--- config.mk ---
export PLATFORM = sky130hd
export DESIGN_NAME = sfpp_reconfig_master_0_rx_fifo_adt
export DESIGN_NICKNAME = d
export VERILOG_FILES = /design/src/rtl/sfpp_reconfig_master_0_rx_fifo_adt.sv
export SDC_FILE = /design/constraint.sdc
export NUM_CORES = 1
export LEC_CHECK = 0
export BUFFER_PORTS_ARGS = -buffer_cell sky130_fd_sc_hd__buf_2
export CAP_MARGIN = 5
export CELL_PAD_IN_SITES_DETAIL_PLACEMENT = 1
export CELL_PAD_IN_SITES_GLOBAL_PLACEMENT = 1
export CORE_ASPECT_RATIO = 2
export CORE_MARGIN = 3
export CORE_UTILIZATION = 50
export DETAILED_ROUTE_END_ITERATION = 10
export PLACE_DENSITY_LB_ADDON = 0.05
export RECOVER_POWER = 100
export SLEW_MARGIN = 15
export SYNTH_ARGS = -nofsm -noshare
export SYNTH_HDL_FRONTEND = slang
export SYNTH_SLANG_ARGS = --single-unit
--- constraint.sdc ---
create_clock -name clk_i -period 4 [get_ports clk_i]
set_clock_uncertainty 0.1 [all_clocks]
set_input_delay 1 -clock clk_i [delete_from_list [all_inputs] [get_ports clk_i]]
set_output_delay 1 -clock clk_i [all_outputs]
set_load 0.05 [all_outputs]
--- src/rtl/sfpp_reconfig_master_0_rx_fifo_adt.sv ---
// Byte-stream timing adapter: a show-ahead FIFO between a source with no ready
// and a sink that can stall. Overflowing bytes are dropped and counted.
module sfpp_reconfig_master_0_rx_fifo_adt #(
  parameter int DATA_WIDTH     = 8,
  parameter int DEPTH          = 16,
  parameter int ALMOST_FULL    = 12,
  parameter int DROP_CNT_WIDTH = 8
) (
  input  logic                          clk_i,
  input  logic                          reset_n_i,
  input  logic                          in_valid_i,
  input  logic [DATA_WIDTH-1:0]         in_data_i,
  output logic                          out_valid_o,
  output logic [DATA_WIDTH-1:0]         out_data_o,
  input  logic                          out_ready_i,
  output logic [$clog2(DEPTH):0]        fill_level_o,
  output logic                          almost_full_o,
  output logic                          overflow_o,
  output logic [DROP_CNT_WIDTH-1:0]     drop_count_o,
  input  logic                          clear_overflow_i
);
  localparam int AW = $clog2(DEPTH);
  localparam int FW = AW + 1;
  localparam logic [FW-1:0] DEPTH_F = FW'(DEPTH);
  localparam logic [FW-1:0] AF_F    = FW'(ALMOST_FULL);

  logic [DATA_WIDTH-1:0]     mem [DEPTH];
  logic [AW-1:0]             wr_ptr_q, wr_ptr_d;
  logic [AW-1:0]             rd_ptr_q, rd_ptr_d;
  logic [FW-1:0]             fill_q, fill_d;
  logic                      vld_q, af_q, ovf_q, ovf_d;
  logic [DROP_CNT_WIDTH-1:0] drop_q, drop_d;
  logic                      full, pop, push, drop;

  // Full is judged from the count; pointers alone are ambiguous when equal.
  assign full = (fill_q == DEPTH_F);
  assign pop  = vld_q & out_ready_i;
  assign push = in_valid_i & (~full | pop);
  assign drop = in_valid_i & full & ~pop;

  always_comb begin
    wr_ptr_d = wr_ptr_q;
    rd_ptr_d = rd_ptr_q;
    fill_d   = fill_q;
    if (push) wr_ptr_d = wr_ptr_q + 1'b1;
    if (pop)  rd_ptr_d = rd_ptr_q + 1'b1;
    if (push && !pop)      fill_d = fill_q + 1'b1;
    else if (pop && !push) fill_d = fill_q - 1'b1;
  end

  // A drop in the same cycle as a clear lands after the clear.
  always_comb begin
    ovf_d  = ovf_q;
    drop_d = drop_q;
    if (clear_overflow_i) begin
      ovf_d  = drop;
      drop_d = drop ? DROP_CNT_WIDTH'(1) : '0;
    end else if (drop) begin
      ovf_d = 1'b1;
      if (!(&drop_q)) drop_d = drop_q + 1'b1;
    end
  end

  always_ff @(posedge clk_i or negedge reset_n_i) begin
    if (!reset_n_i) begin
      wr_ptr_q <= '0;
      rd_ptr_q <= '0;
      fill_q   <= '0;
      vld_q    <= 1'b0;
      af_q     <= 1'b0;
      ovf_q    <= 1'b0;
      drop_q   <= '0;
    end else begin
      wr_ptr_q <= wr_ptr_d;
      rd_ptr_q <= rd_ptr_d;
      fill_q   <= fill_d;
      vld_q    <= (fill_d != '0);
      af_q     <= (fill_d >= AF_F);
      ovf_q    <= ovf_d;
      drop_q   <= drop_d;
    end
  end

  always_ff @(posedge clk_i) begin
    if (push) mem[wr_ptr_q] <= in_data_i;
  end

`ifndef SYNTHESIS
  always_ff @(posedge clk_i) begin
    if (reset_n_i && drop) $display("%m: byte 0x%0h dropped, FIFO full", in_data_i);
  end
`endif

  assign out_valid_o   = vld_q;
  assign out_data_o    = mem[rd_ptr_q];
  assign fill_level_o  = fill_q;
  assign almost_full_o = af_q;
  assign overflow_o    = ovf_q;
  assign drop_count_o  = drop_q;
endmodule

### Word level (Yosys, flattened, before mapping)

Memory sizes are Yosys's and may differ from the RTL's.
Index checks and enable logic that the tools add are counted.

* flip-flop bits (word level): 24
* bits in writable memories: 128
* memories kept: 1

* $add $sub $neg: 5
* $lt $le $gt $ge: 1
* eq/ne operators: 2
* multiplexer cells: 10
* bitwise operators: 7
* reductions and logical operators: 8

Memories
* mem: words 16, width 8, rd ports 1, clocked after memory_dff 0, write ports 1, RTL line 27 `logic [DATA_WIDTH-1:0] mem [DEPTH];`

Operators by type and width (count)
* 8-bit 2-to-1 mux: 3
* 5-bit 2-to-1 mux: 2
* 4-bit by 1-bit adder with 4-bit output, second input constant: 2
* 8-bit by 1-bit adder with 8-bit output, second input constant: 1
* 8-bit AND reduction: 1
* 5-bit by 1-bit adder with 5-bit output, second input constant: 1
* 5-bit equality test, second input constant: 1
* 5-bit by 4-bit greater-or-equal comparator with 1-bit output, second input constant: 1
* 1-bit 2-to-1 mux: 5
* 5-bit nonzero test: 1
* 5-bit by 1-bit subtractor with 5-bit output, second input constant: 1
* 1-bit bitwise AND: 4
* 1-bit logical AND: 2
* 1-bit logical NOT: 2
* 2-bit inequality test, second input constant: 1
* 1-bit inverter: 2
* 2-bit AND reduction: 1
* 2-bit nonzero test: 1
* 1-bit OR: 1

### Logic depth before layout (Yosys ltp)

* depth after elaboration: 9
* depth in mapped cells: 7

### Least setup slack after synthesis

Ideal clock, no wire load.

* path kind: flip-flop to output port
* from: reg rd_ptr_q[0]
* to: out out_data_o[0]
* arrival time: 1.968 ns
* data required time: 2.900 ns
* path slack: 0.932 ns
* cell stages (with the launch flop): 5
* buffers on the path: 2
* path through: dfrtp_1 > buf_2 > buf_2 > mux4_2 > mux4_2

* longest elaborated chain between the ends: 1

RTL lines
* start: declaration: RTL line 29 `logic [AW-1:0] rd_ptr_q, rd_ptr_d;`
* start signal: assignment: RTL line 75 `rd_ptr_q <= rd_ptr_d;`
* memory read 16 x 8 bit
* end: declaration: RTL line 14 `output logic [DATA_WIDTH-1:0] out_data_o,`

Every way passes these cells.

### Worst setup path after layout

* from: reg rd_ptr_q[0]
* to: out out_data_o[4]

Same word-level chain as after synthesis.

==> impl_summary.md <==
Status
The flow ran to the end, and the final reports show no timing, DRC or antenna violations.

Finish
The number of antenna diodes in the final layout is 0. The layout overhead on the synthesized area is 15.15%. Leaving out fill and tap cells, the most frequent cells in the layout are 128 x edfxtp_1, 43 x clkbuf_1, 40 x mux4_2. The cell area after layout is between 7000 and 8000 µm². Registers take 4446 µm².

The fraction of layout cells with a size suffix above 1 is 0.2276. The finished layout holds between 500 and 600 standard cells, fillers aside. In the final design database the tool counted approximately 400 nets. The filler cells instantiated in the layout total 1085. Leaving out fill and tap cells, the most frequent cell in the layout is edfxtp_1. The multi-input combinational cell area is 1600 µm².

The post-layout utilization of the core is 0.5946.

Placed design
The quantity of I/O buffers inserted on ports is 36. The post-placement cell count is around 500. The wire-length estimate of the detail-placed layout is a little under 10 mm. The cell area after placement is approximately 6600 µm². The placer's final routability congestion estimate is around 0.8. OpenSTA, run right after detailed placement, puts the worst setup slack at 715.4 ps.

Routing
The wire length after detailed routing is roughly 14 mm. In the routed layout, each cell is associated on average with a via count of ~6.0. In the routed design, unresolved DRC markers number 0. The via count is approximately 3.2k. The count of TritonRoute iterations in the first routing pass is 5. The DRC violation total after the first TritonRoute iteration is approximately 370. The post-detailed-route wirelength per cell is approximately 27 µm. The count of nets left with antenna violations after detail routing is 0.

Critical path
Traced cell by cell, the critical path runs through buf_12 -> mux4_2 -> mux4_2 -> clkbuf_2. In this run the critical register-to-register path is captured at mem[4][1]. The type of the worst setup path is register to primary output. The path length in cells of the critical path is 4. The worst reg-to-reg setup slack is between 300 and 400 ps. The worst stage delay on the critical path is between 600 and 700 ps. STA classifies the critical path startpoint as a register. The worst setup path is captured at a primary output. The startpoint of the most critical register-to-register path is fill_level_o[1].

The largest delay contributor family on the critical path is multiplexers. The cell occurring most often along the worst timing path is mux4_2. The critical path starts at rd_ptr_q[0].

The worst reg-to-reg path cell count is 7. The critical-path maximum fanout is 17. The critical path buffer and inverter count is 2. The highest-delay cell along the critical path is dfrtp_2.

The most critical setup path has its endpoint at out_data_o[4]. The signal arrival time at the worst endpoint is between 2000 and 3000 ps. The required arrival time at the worst endpoint is 2900 ps.

Global route
Entering global routing, the biggest net connects 25 pins. In the global route stage, overall resource usage came out at 0.2285. The number of global-route vias before repair is ~3.5k. The remaining global-route overflow is 0.

The initial antenna violation count is 0. The first global-routing pass estimated between 20 and 25 mm of wire.

Power and ir drop
The design draws between 5 and 6 mW. The clock network fraction of total power is 0.285. The share of total power dissipated in sequential elements is 0.394. The internal portion of total power is between 3 and 4 mW. Of the total power, the share spent switching nets is 0.3532. The leakage power is roughly 2.4 nW. Dividing total power by cell area gives a power density of between 700 and 800 nW/µm². The power dissipated by switching net loads is about 1.9 mW. Of the total power, combinational logic draws 0.321. IR analysis of the VDD net gives a maximum drop of 0.0006083 V.

Synth
The library cell with the largest summed area after synthesis is edfxtp_1. The share of synthesized registers carrying an async set or reset is 0.1579. The total of flip-flops plus latches after synthesis is around 150. In the synthesized netlist the dominant register cell turns out to be edfxtp_1. The synthesized net count is 337. Ranked by total cell area, the synthesized netlist is headed by edfxtp_1 62%, mux4_2 15%, dfrtp_1 9.8%. For this run, the register share of the synthesized area comes to 0.7225. Yosys mapped a number of flops with a built-in enable equal to 128. Of the post-synthesis cell area, the dominant cell type holds 0.6249.

In this run the cell area of the synthesized design comes to slightly above 6000 µm². The synthesized area divided by synthesized cell count is 19.46 µm². Yosys mapped the design onto between 40 and 50 distinct sky130hd cell types. During synthesis, Yosys emitted a total of 0 warnings. The gate count of the mapped netlist is approximately 320.

STA
The max-slew violation count came to 0. Setup repair after global routing left no endpoint under its margin. The final-layout worst hold slack is roughly 440 ps. In the finished design, the share of the clock period the worst path needs comes to 0.9246. At the pin with the least slew margin, the transition time is about 1300 ps. Static timing analysis puts the maximum clock frequency at 0.2704 GHz. The total negative slack for setup checks is 0 ps. The count of final hold-check violations is 0.

The worst max-slew margin expressed relative to the limit is 0.1108. The routed design could run at a clock period as short as ~3700 ps. The number of endpoints failing setup at the final stage is 0. The worst-case setup margin in the final layout is a little over 300 ps.

CTS
The H-tree generated during clock tree synthesis spans 4 levels. The maximum number of buffers from clock root to sink is 2. The cell sitting at the root of the clock tree is a clkbuf_16.

The post-cts hold buffer count is 0. The number of instances resized during post-cts repair is 0. The clock transition at the register clock pins on the worst setup and hold paths after CTS is about 60 ps. CTS saw about 150 sinks. TritonCTS built the clock tree. The number of buffers created by CTS is 17. Buffers added to address setup during post-CTS repair amount to 0.

The source-to-sink clock delay at the later pin of the worst-skew pair is around 420 ps.

Floorplan
The die covers about 14000 µm². Pin placement for this block handled 37 I/O pins. The total core area is 11910 µm². The floorplan step set the die width to between 80 and 90 µm. The height of the die is roughly 160 µm. The initial utilization of the core area, before any placement, comes to 0.5164. The floorplan has between 50 and 60 rows.

Worst hold path
The classification of the worst-slack hold path is register to register.

Flow run
The number of max-capacitance violations reported is 0.
## synth_stat cells, types with 2 or more instances
| library cell | n |
|---|---|
| nor2_1 | 21 |
| xnor2_1 | 8 |
| a21oi_1 | 4 |
| nand3_1 | 2 |
| nand4_1 | 4 |
| and3_1 | 2 |
| buf_1 | 3 |
| ha_1 | 8 |
| buf_2 | 4 |
| mux4_2 | 40 |
| clkbuf_1 | 5 |
| nand2b_1 | 2 |
| xor2_1 | 5 |
| edfxtp_1 | 128 |
| inv_1 | 7 |
| nand2_1 | 13 |
| nor3_1 | 4 |
| o21ai_0 | 5 |
| or3_1 | 2 |
| dfrtp_1 | 24 |
## cell families (layout without fill, tap and decap cells)
kind of cell             after synthesis  after routing  share of synthesized area
AO/OA/AOI/OAI                         21             21                    0.02645
buffers and inverters                 20             95                    0.01363
multiplexers                          42             42                     0.1499
adder cells (fa/ha/maj)                8              8                    0.01627
XOR/XNOR                              13             13                    0.01851
flip-flops                           152            152                     0.7225
AND/OR/NAND/NOR                       60             60                    0.05269
## how the worst min path moves through the flow
stage                    startpoint               to  slack (ps)  cells past startpoint
floorplan               rd_ptr_q[1]      rd_ptr_q[1]         490                      2
global placement         overflow_o       overflow_o         410                      2
detailed placement  fill_level_o[4]  fill_level_o[4]         440                      1
CTS                 fill_level_o[4]  fill_level_o[4]         450                      1
global route        fill_level_o[4]  fill_level_o[4]         500                      1
finish                   overflow_o       overflow_o         440                      2
## power by group through the flow
stage	sequential (mW)	clock [mW]	combinational [mW]
final	2.16	1.56	1.76
after detailed placement	2.19	0	1.82
after global routing	2.19	1.66	1.87
after global placement	2.17	0	1.77
after floorplan	2.17	0	1.31
after CTS	2.16	1.58	1.83
## sequential cells by signal, indices dropped and copies added, names as in the netlist
| signal | count |
|---|---|
| almost_full_o | 1 |
| drop_count_o | 8 |
| fill_level_o | 5 |
| mem | 128 |
| out_valid_o | 1 |
| overflow_o | 1 |
| rd_ptr_q | 4 |
| wr_ptr_q | 4 |
## layer usage
metal | track usage | share of wire | vias up
met5 | 0 | 0 | -
met4 | 0.08285 | 0.024 | 0
met3 | 0.04101 | 0.044 | 21
met2 | 0.4266 | 0.58 | 108
met1 | 0.2579 | 0.35 | 1709
li1 | - | - | 1395
## area by class of cell
| cell class | instances | share of cell area |
|---|---|---|
| clock inverters | 14 | 0.02120 |
| repair buffers | 56 | 0.03533 |
| well taps | 145 | 0.02561 |
| flip-flops and latches | 152 | 0.6276 |
| inverters | 7 | 0.003710 |
| multi-input cells | 144 | 0.2259 |
| clock buffers | 18 | 0.06059 |
## tightest hold or removal path, cell delays in order, from the launching register on
cell and delay, ps:
dfrtp_1 380, inv_1 60, o21ai_0 60
(Power assumes the default switching activity.)
